$ cat src/rtl/pe_cube_seq.sv
// Job sequencer for a PE cube: per tile it clears the accumulators, streams Len
// data/weight reads, waits for the pipeline to drain, and then moves to the next tile.
module pe_cube_seq #(
    parameter int ARRAY_NUM    = 3,
    parameter int ADDR_W       = 10,
    parameter int CNT_W        = 8,
    parameter int DRAIN_CYCLES = 4
) (
    input  logic                   iClk,
    input  logic                   iRstN,
    input  logic                   iStart,
    input  logic                   iAbort,
    input  logic                   iStall,
    input  logic [CNT_W-1:0]       iCfgLen,
    input  logic [CNT_W-1:0]       iCfgTiles,
    input  logic [ADDR_W-1:0]      iCfgDataBase,
    input  logic [ADDR_W-1:0]      iCfgWeightBase,
    input  logic [3*ARRAY_NUM-1:0] iCfgPattern,
    input  logic [ARRAY_NUM-2:0]   iCfgPassLeft,
    input  logic [4:0]             iCfgShift,
    output logic                   oBusy,
    output logic                   oDone,
    output logic                   oErr,
    output logic                   oDataRdEn,
    output logic                   oWeightRdEn,
    output logic [ADDR_W-1:0]      oDataAddr,
    output logic [ADDR_W-1:0]      oWeightAddr,
    output logic                   oClearAcc,
    output logic [3*ARRAY_NUM-1:0] oCfsInputPattern,
    output logic [ARRAY_NUM-2:0]   oCfsPassDataLeft,
    output logic [4:0]             oCfsOutputLeftShift,
    output logic [CNT_W-1:0]       oTileIdx,
    output logic [2:0]             oDbgState
);

    typedef enum logic [2:0] {
        ST_IDLE  = 3'd0,
        ST_CLEAR = 3'd1,
        ST_FEED  = 3'd2,
        ST_DRAIN = 3'd3,
        ST_DONE  = 3'd4
    } state_t;

    // The step counter doubles as the drain timer, since the two never overlap.
    localparam logic [CNT_W-1:0] DRAIN_LAST = CNT_W'(DRAIN_CYCLES - 1);

    state_t                 state_q, state_d;
    logic                   err_q, err_d;
    logic [CNT_W-1:0]       len_q, len_d;
    logic [CNT_W-1:0]       tiles_q, tiles_d;
    logic [ADDR_W-1:0]      wbase_q, wbase_d;
    logic [3*ARRAY_NUM-1:0] pattern_q, pattern_d;
    logic [ARRAY_NUM-2:0]   pass_q, pass_d;
    logic [4:0]             shift_q, shift_d;
    logic [CNT_W-1:0]       tile_q, tile_d;
    logic [CNT_W-1:0]       step_q, step_d;
    logic [ADDR_W-1:0]      dptr_q, dptr_d;
    logic [ADDR_W-1:0]      wptr_q, wptr_d;

    logic pat_ok;
    logic cfg_ok;

    always_comb begin
        pat_ok = 1'b1;
        for (int i = 0; i < ARRAY_NUM; i++) begin
            if (iCfgPattern[3*i +: 3] > 3'd4) begin
                pat_ok = 1'b0;
            end
        end
    end

    assign cfg_ok = pat_ok && (iCfgLen != '0) && (iCfgTiles != '0);

    always_ff @(posedge iClk or negedge iRstN) begin
        if (!iRstN) begin
            state_q   <= ST_IDLE;
            err_q     <= 1'b0;
            len_q     <= '0;
            tiles_q   <= '0;
            wbase_q   <= '0;
            pattern_q <= '0;
            pass_q    <= '0;
            shift_q   <= '0;
            tile_q    <= '0;
            step_q    <= '0;
            dptr_q    <= '0;
            wptr_q    <= '0;
        end else begin
            state_q   <= state_d;
            err_q     <= err_d;
            len_q     <= len_d;
            tiles_q   <= tiles_d;
            wbase_q   <= wbase_d;
            pattern_q <= pattern_d;
            pass_q    <= pass_d;
            shift_q   <= shift_d;
            tile_q    <= tile_d;
            step_q    <= step_d;
            dptr_q    <= dptr_d;
            wptr_q    <= wptr_d;
        end
    end

    always_comb begin
        state_d   = state_q;
        err_d     = 1'b0;
        len_d     = len_q;
        tiles_d   = tiles_q;
        wbase_d   = wbase_q;
        pattern_d = pattern_q;
        pass_d    = pass_q;
        shift_d   = shift_q;
        tile_d    = tile_q;
        step_d    = step_q;
        dptr_d    = dptr_q;
        wptr_d    = wptr_q;

        case (state_q)
            ST_IDLE: begin
                if (iStart) begin
                    if (cfg_ok) begin
                        len_d     = iCfgLen;
                        tiles_d   = iCfgTiles;
                        wbase_d   = iCfgWeightBase;
                        pattern_d = iCfgPattern;
                        pass_d    = iCfgPassLeft;
                        shift_d   = iCfgShift;
                        tile_d    = '0;
                        dptr_d    = iCfgDataBase;
                        state_d   = ST_CLEAR;
                    end else begin
                        err_d = 1'b1;
                    end
                end
            end
            ST_CLEAR: begin
                step_d  = '0;
                wptr_d  = wbase_q;
                state_d = ST_FEED;
            end
            ST_FEED: begin
                if (!iStall) begin
                    dptr_d = dptr_q + 1'b1;
                    wptr_d = wptr_q + 1'b1;
                    step_d = step_q + 1'b1;
                    if (step_q == len_q - CNT_W'(1)) begin
                        step_d  = '0;
                        state_d = ST_DRAIN;
                    end
                end
            end
            ST_DRAIN: begin
                if (step_q == DRAIN_LAST) begin
                    step_d = '0;
                    if (tile_q != tiles_q - CNT_W'(1)) begin
                        tile_d  = tile_q + 1'b1;
                        state_d = ST_CLEAR;
                    end else begin
                        state_d = ST_DONE;
                    end
                end else begin
                    step_d = step_q + 1'b1;
                end
            end
            ST_DONE: begin
                state_d = ST_IDLE;
            end
            default: begin
                state_d = ST_IDLE;
            end
        endcase

        if (iAbort && (state_q != ST_IDLE)) begin
            state_d = ST_IDLE;
        end
    end

    always_comb begin
        oBusy       = (state_q != ST_IDLE);
        oDone       = (state_q == ST_DONE);
        oClearAcc   = (state_q == ST_CLEAR);
        oDataRdEn   = (state_q == ST_FEED) && !iStall;
        oWeightRdEn = (state_q == ST_FEED) && !iStall;
    end

    assign oErr                = err_q;
    assign oDataAddr           = dptr_q;
    assign oWeightAddr         = wptr_q;
    assign oCfsInputPattern    = pattern_q;
    assign oCfsPassDataLeft    = pass_q;
    assign oCfsOutputLeftShift = shift_q;
    assign oTileIdx            = tile_q;
    assign oDbgState           = state_q;

endmodule

$ cat config.mk
export PLATFORM = sky130hd
export DESIGN_NAME = pe_cube_seq
export DESIGN_NICKNAME = d
export VERILOG_FILES = /design/src/rtl/pe_cube_seq.sv
export SDC_FILE = /design/constraint.sdc
export NUM_CORES = 1
export LEC_CHECK = 0
export ABC_CLOCK_PERIOD_IN_PS = 4500
export CORE_AREA = 3 3 98 100
export DETAILED_ROUTE_END_ITERATION = 16
export DIE_AREA = 0 0 101 103
export PLACE_DENSITY_LB_ADDON = 0.25
export RECOVER_POWER = 25
export SYNTH_ARGS = -nofsm -noshare
export SYNTH_HDL_FRONTEND = slang
export SYNTH_SLANG_ARGS = --single-unit
$ cat constraint.sdc
create_clock -name iClk -period 4.5 [get_ports iClk]
set_clock_uncertainty 0.05 [all_clocks]
set_input_delay 0.9 -clock iClk [delete_from_list [all_inputs] [get_ports iClk]]
set_output_delay 0.9 -clock iClk [all_outputs]
set_load 0.005 [all_outputs]
=== Word-level counts from Yosys, hierarchy flattened ===
Index checks and enable logic that the tools add are counted.

* Register bits after elaboration: 82

* Eq/ne operators: 17
* Magnitude comparators: 3
* Add/sub/neg operators: 6
* Reduce and logical (&&, ||, !) cells: 19
* Mux-type cells: 29

{| class="wikitable"
|+ Operators by type and width
! kind !! number
|-
| $mux W8 || 7
|-
| $mux W10 || 4
|-
| $pmux W10 S2 || 2
|-
| $pmux W8 S3 || 1
|-
| $mux W3 || 7
|-
| $add A10 B1 Y10 const B || 2
|-
| $add A8 B1 Y8 const B || 2
|-
| $pmux W8 S2 || 1
|-
| $reduce_bool A8 Y1 || 2
|-
| $sub A8 B1 Y8 const B || 2
|-
| $ne A3 B3 Y1 const B || 5
|-
| $pmux W3 S4 || 1
|-
| $ne A2 B2 Y1 const B || 5
|-
| $reduce_and A5 Y1 || 2
|-
| $gt A3 B3 Y1 const B || 3
|-
| $eq A8 B2 Y1 const B || 1
|-
| $eq A8 B8 Y1 || 1
|-
| $ne A8 B8 Y1 || 1
|-
| $eq A3 B2 Y1 const B || 2
|-
| $mux W1 || 6
|-
| $reduce_bool A2 Y1 || 3
|-
| $reduce_bool A3 Y1 || 2
|-
| $logic_and A1 B1 Y1 || 4
|-
| $reduce_and A2 Y1 || 2
|-
| 6 further kinds || 6
|}

=== Depth between registers and ports, before layout ===
* Depth in word-level cells: 10
* Mapped depth: 9

=== Least setup slack after synthesis ===
Ideal clock, no wire load.

* Kind: input to register
* Start: input port iCfgPattern[1]
* End: register len_q[2]
* Arrival time: 2,397 ps
* Cell stages on the path: 6
* Setup slack: 1,928 ps
* Cells stage by stage: o21ai_0 nand3_1 nor4bb_1 clkbuf_1 buf_1 mux2_2

* Cells in the longest elaborated chain, start to end: 7

{| class="wikitable"
|+ Ends and longest elaborated chain
! element !! RTL line !! RTL
|-
| start, declared || 18 || <nowiki>input logic [3*ARRAY_NUM-1:0] iCfgPattern,</nowiki>
|-
| $gt A3 B3 Y1 || 66 || <nowiki>if (iCfgPattern[3*i +: 3] > 3'd4) begin</nowiki>
|-
| $mux W1 (3 in a row) || 66 ||
|-
| $logic_and A1 B1 Y1 (2 in a row) || 72 || <nowiki>assign cfg_ok = pat_ok && (iCfgLen != '0) && (iCfgTiles != '0);</nowiki>
|-
| $reduce_and A3 Y1 (no line) || -- ||
|-
| end signal, assigned || 91 || <nowiki>len_q <= len_d;</nowiki>
|-
| end, declared || 49 || <nowiki>logic [CNT_W-1:0] len_q, len_d;</nowiki>
|}

Every way passes these cells.
A chain may end at the register's enable or synchronous reset.

=== Worst setup path in the final report ===
* Start: input port iStall
* End: output port oDataRdEn

* Cells in the longest elaborated chain, start to end: 2

{| class="wikitable"
|+ Ends and longest elaborated chain
! element !! RTL line !! RTL
|-
| start, declared || 13 || <nowiki>input logic iStall,</nowiki>
|-
| $logic_not A1 Y1 || 182 || <nowiki>oDataRdEn = (state_q == ST_FEED) && !iStall;</nowiki>
|-
| $logic_and A1 B1 Y1 || 182 ||
|-
| end, declared || 24 || <nowiki>output logic oDataRdEn,</nowiki>
|}

Every way passes these cells.

==> results by group <==
Timing
  • Tcrit/Tclk final: 70.8%
  • RSZ-0062 raised after global routing: no
  • PnR worst setup slack: 1.32 ns
  • Setup TNS: 0 ns
  • Normalized max-slew margin: -34.3%
  • Worst Tran Pin Value: 2.01 ns
  • Fin Hold WS: 0.460 ns
  • Endpoints failing hold: 0
  • Max Clk Rate: 314 MHz
  • Final setup violation count: 0
  • Max-slew violation count: 83
  • Min cycle time layout: 3.18 ns

Synth
  • Seq cells post-synth: 82
  • Multiplexer share of the synthesized area: 10.2%
  • Synth Area in Adders: 1.72%
  • Simple-Gate Fraction of Synth Area: 19.0%
  • Post-synth net total: 518
  • Synth Instances: 455
  • Area of the mapped netlist: 4360 um2
  • Asr flop ratio synth: 100%
  • Synth Area in Compound Gates: 14.4%
  • Sequential area share after synthesis: 47.1%
  • Distinct cell type count after synthesis: 51
  • Mapped Avg Cell Area: 9.58 um2
  • Post-synthesis share of cell area spent on xor and xnor gates: 4.42%
  • Main combinational cell family by area after synthesis: simple AND/OR/NAND/NOR gates
  • Top FF cell, synth: dfrtp_1
  • Synth warn: 0
  • Number of synthesized flops with an enable pin: 0

Clocking
  • Post-CTS setup buffers: 0
  • Post_cts resized: 0
  • Skew-Pair Late Insertion Delay: 0.35 ns
  • # H-tree levels: 3
  • Longest Clk Path Bufs: 2
  • Clock sinks: 82
  • Clk root buf: clkbuf_8
  • Cts hold-fix bufs: 0
  • CTS tree: yes
  • Reg clk slew, reported paths: 0.09 ns
  • Num CTS Buffers: 9

Global route
  • Gr ovfl total: 0
  • Number of global-route vias before repair: 3752
  • Initial antenna violation count: 0
  • First-pass GRT wire length: 17.7 mm
  • Tot GR Track Use: 21.2%
  • Largest net degree at the start of global routing: 83

Setup path
  • Worst flop-to-flop path startpoint: tiles_q[0]$_DFFE_PN0P_
  • Critical Path AT: 2.23 ns
  • Worst Path Max Fanout: 6
  • Critical path class: in -> out
  • CP Capture Type: output pin
  • CP startpoint kind: primary input
  • Crit path launch: iStall
  • Worst EP required: 3.55 ns

Die
  • Initial Util: 49.7%
  • Die height: 103 um
  • Core area: 8760 um2
  • Die Footprint: 10400 um2
  • I/O pin count: 110
  • Die X: 101 um
  • Rows: 34

Power
  • Part of the power in the clock network: 16.7%
  • Internal cell power: 0.00221 W
  • NetSw: 0.00124 W
  • Comb power frac: 44.1%
  • Part of the power in registers: 39.2%
  • Worst vdd ir: 0.251 mV
  • Leakage: 2.41 nW
  • Sw frac: 35.9%
  • Overall power: 0.00345 W
  • P per Cell Area: 599 nW/um2

Finish
  • FILL cells: 715
  • # nets final: 624
  • Most common cell after layout, fill and taps aside: clkdlybuf4s50_1
  • Storage cell area: 2050 um2
  • Syn-to-layout area delta: 32.2%
  • Area taken by multi-input logic gates: 2190 um2
  • N_diodes: 0
  • Layout cells sized above 1: 11.5%
  • Post-route core utilization: 65.8%
  • Most frequent cells in the layout: clkdlybuf4s50_1 (108), dfrtp_1 (82), nand2_1 (48)

Min path
  • Worst Hold Class: reg -> reg
  • Min-delay src: oCfsInputPattern[3]$_DFFE_PN0P_

Place
  • Placement Setup Slack: 1.31 ns
  • RePlAce Congestion: 0.844
  • PortBufs: 109
  • Post-DP HPWL: 7.67 mm

Route
  • ANT nets after route: 0
  • Detailed-route via count: 3815
  • Routed wire length: 10.7 mm
  • Initial DRC Count: 166
  • Top layer in use: met4
  • Met3 Routed Length: 735 um
  • Drt drc: 0
  • Vias per cell: 5.66
  • Met2 wire length: 5.11 mm
  • Wire length on met1: 4.72 mm
  • DR pass1 iterations: 4
  • Wire length per cell: 15.9 um

Run status
  • Status: complete, but fails checks
  • Failing checks: capacitance limit, slew limit

Job
  • Max-cap violations: 1
flip-flops by register name (all words and copies together), names as in the netlist:
register             flops
len_q                    8
oCfsInputPattern         9
oCfsOutputLeftShift      5
oCfsPassDataLeft         2
oDataAddr               10
oDbgState                3
oErr                     1
oTileIdx                 8
oWeightAddr             10
step_q                   8
tiles_q                  8
wbase_q                 10
cells by family after synthesis:
family | after synthesis
simple gates | 162
compound gates | 110
flops | 82
mux | 40
buf+inv | 33
xor+xnor | 22
fa+ha+maj | 6
worst paths after layout:
kind / to / slack, ns / cells past startpoint
max reg2reg: oDbgState[0]$_DFFE_PN0P_ / 1.76 / 7
min reg2reg: oCfsInputPattern[3]$_DFFE_PN0P_ / 0.46 / 1
max: oDataRdEn / 1.32 / 3
min in group asynchronous: oTileIdx[4]$_DFFE_PN0P_ / 1.04 / 1
max in group asynchronous: oCfsOutputLeftShift[2]$_DFFE_PN0P_ / 2.15 / 1
min: oCfsInputPattern[3]$_DFFE_PN0P_ / 0.46 / 1
per-stage QoR:
step / area [um2] / instances
after global routing: 5760 / 674
final: 5760 / 674
after floorplan: 4360 / 455
after detailed placement: 5560 / 658
after global placement: 5560 / 658
after CTS: 5770 / 674
power groups by stage:
stage	sequential, W	clock (W)	combinational (W)
floorplan	0.00130	0	0.000881
global route	0.00141	0.000626	0.00169
detailed placement	0.00136	0	0.00152
global placement	0.00135	0	0.00147
finish	0.00135	0.000575	0.00152
CTS	0.00135	0.000592	0.00153
Yosys cell counts (6+ instances only):
master | number | area share [%]
nor3_1 | 7 | 0.80
dfrtp_1 | 82 | 47
o21ai_0 | 33 | 3.8
nor2_1 | 29 | 2.5
nand4_1 | 6 | 0.86
nand2_1 | 48 | 4.1
and3_1 | 11 | 1.6
xor2_1 | 13 | 2.6
nand3_1 | 20 | 2.3
clkbuf_1 | 14 | 1.2
inv_1 | 13 | 1.1
nor4_1 | 6 | 0.86
a21oi_1 | 39 | 4.5
nor2b_1 | 6 | 0.86
a31oi_1 | 9 | 1.3
o22ai_1 | 9 | 1.3
ha_1 | 6 | 1.7
mux2_2 | 37 | 9.6
xnor2_1 | 9 | 1.8
layer usage:
metal | up-vias | track usage, %
li1 | 1856 | -
met1 | 1827 | 27.4
met2 | 120 | 34.7
met3 | 12 | 6.02
met4 | 0 | 6.85
met5 | - | 0
area by class of cell:
type                    count  share of cell area (%)
repair buffers            115                    19.6
clock inverters             5                    1.37
flip-flops and latches     82                    35.6
inverters                  13                   0.847
well taps                 108                    2.34
multi-input cells         340                    37.9
clock buffers              11                    2.28
critical path, cell delays in order:
cell and delay, ns:
clkdlybuf4s50_1 0.51, nor2_1 0.27, clkdlybuf4s50_1 0.55
Power figures use the tool's default switching activity.
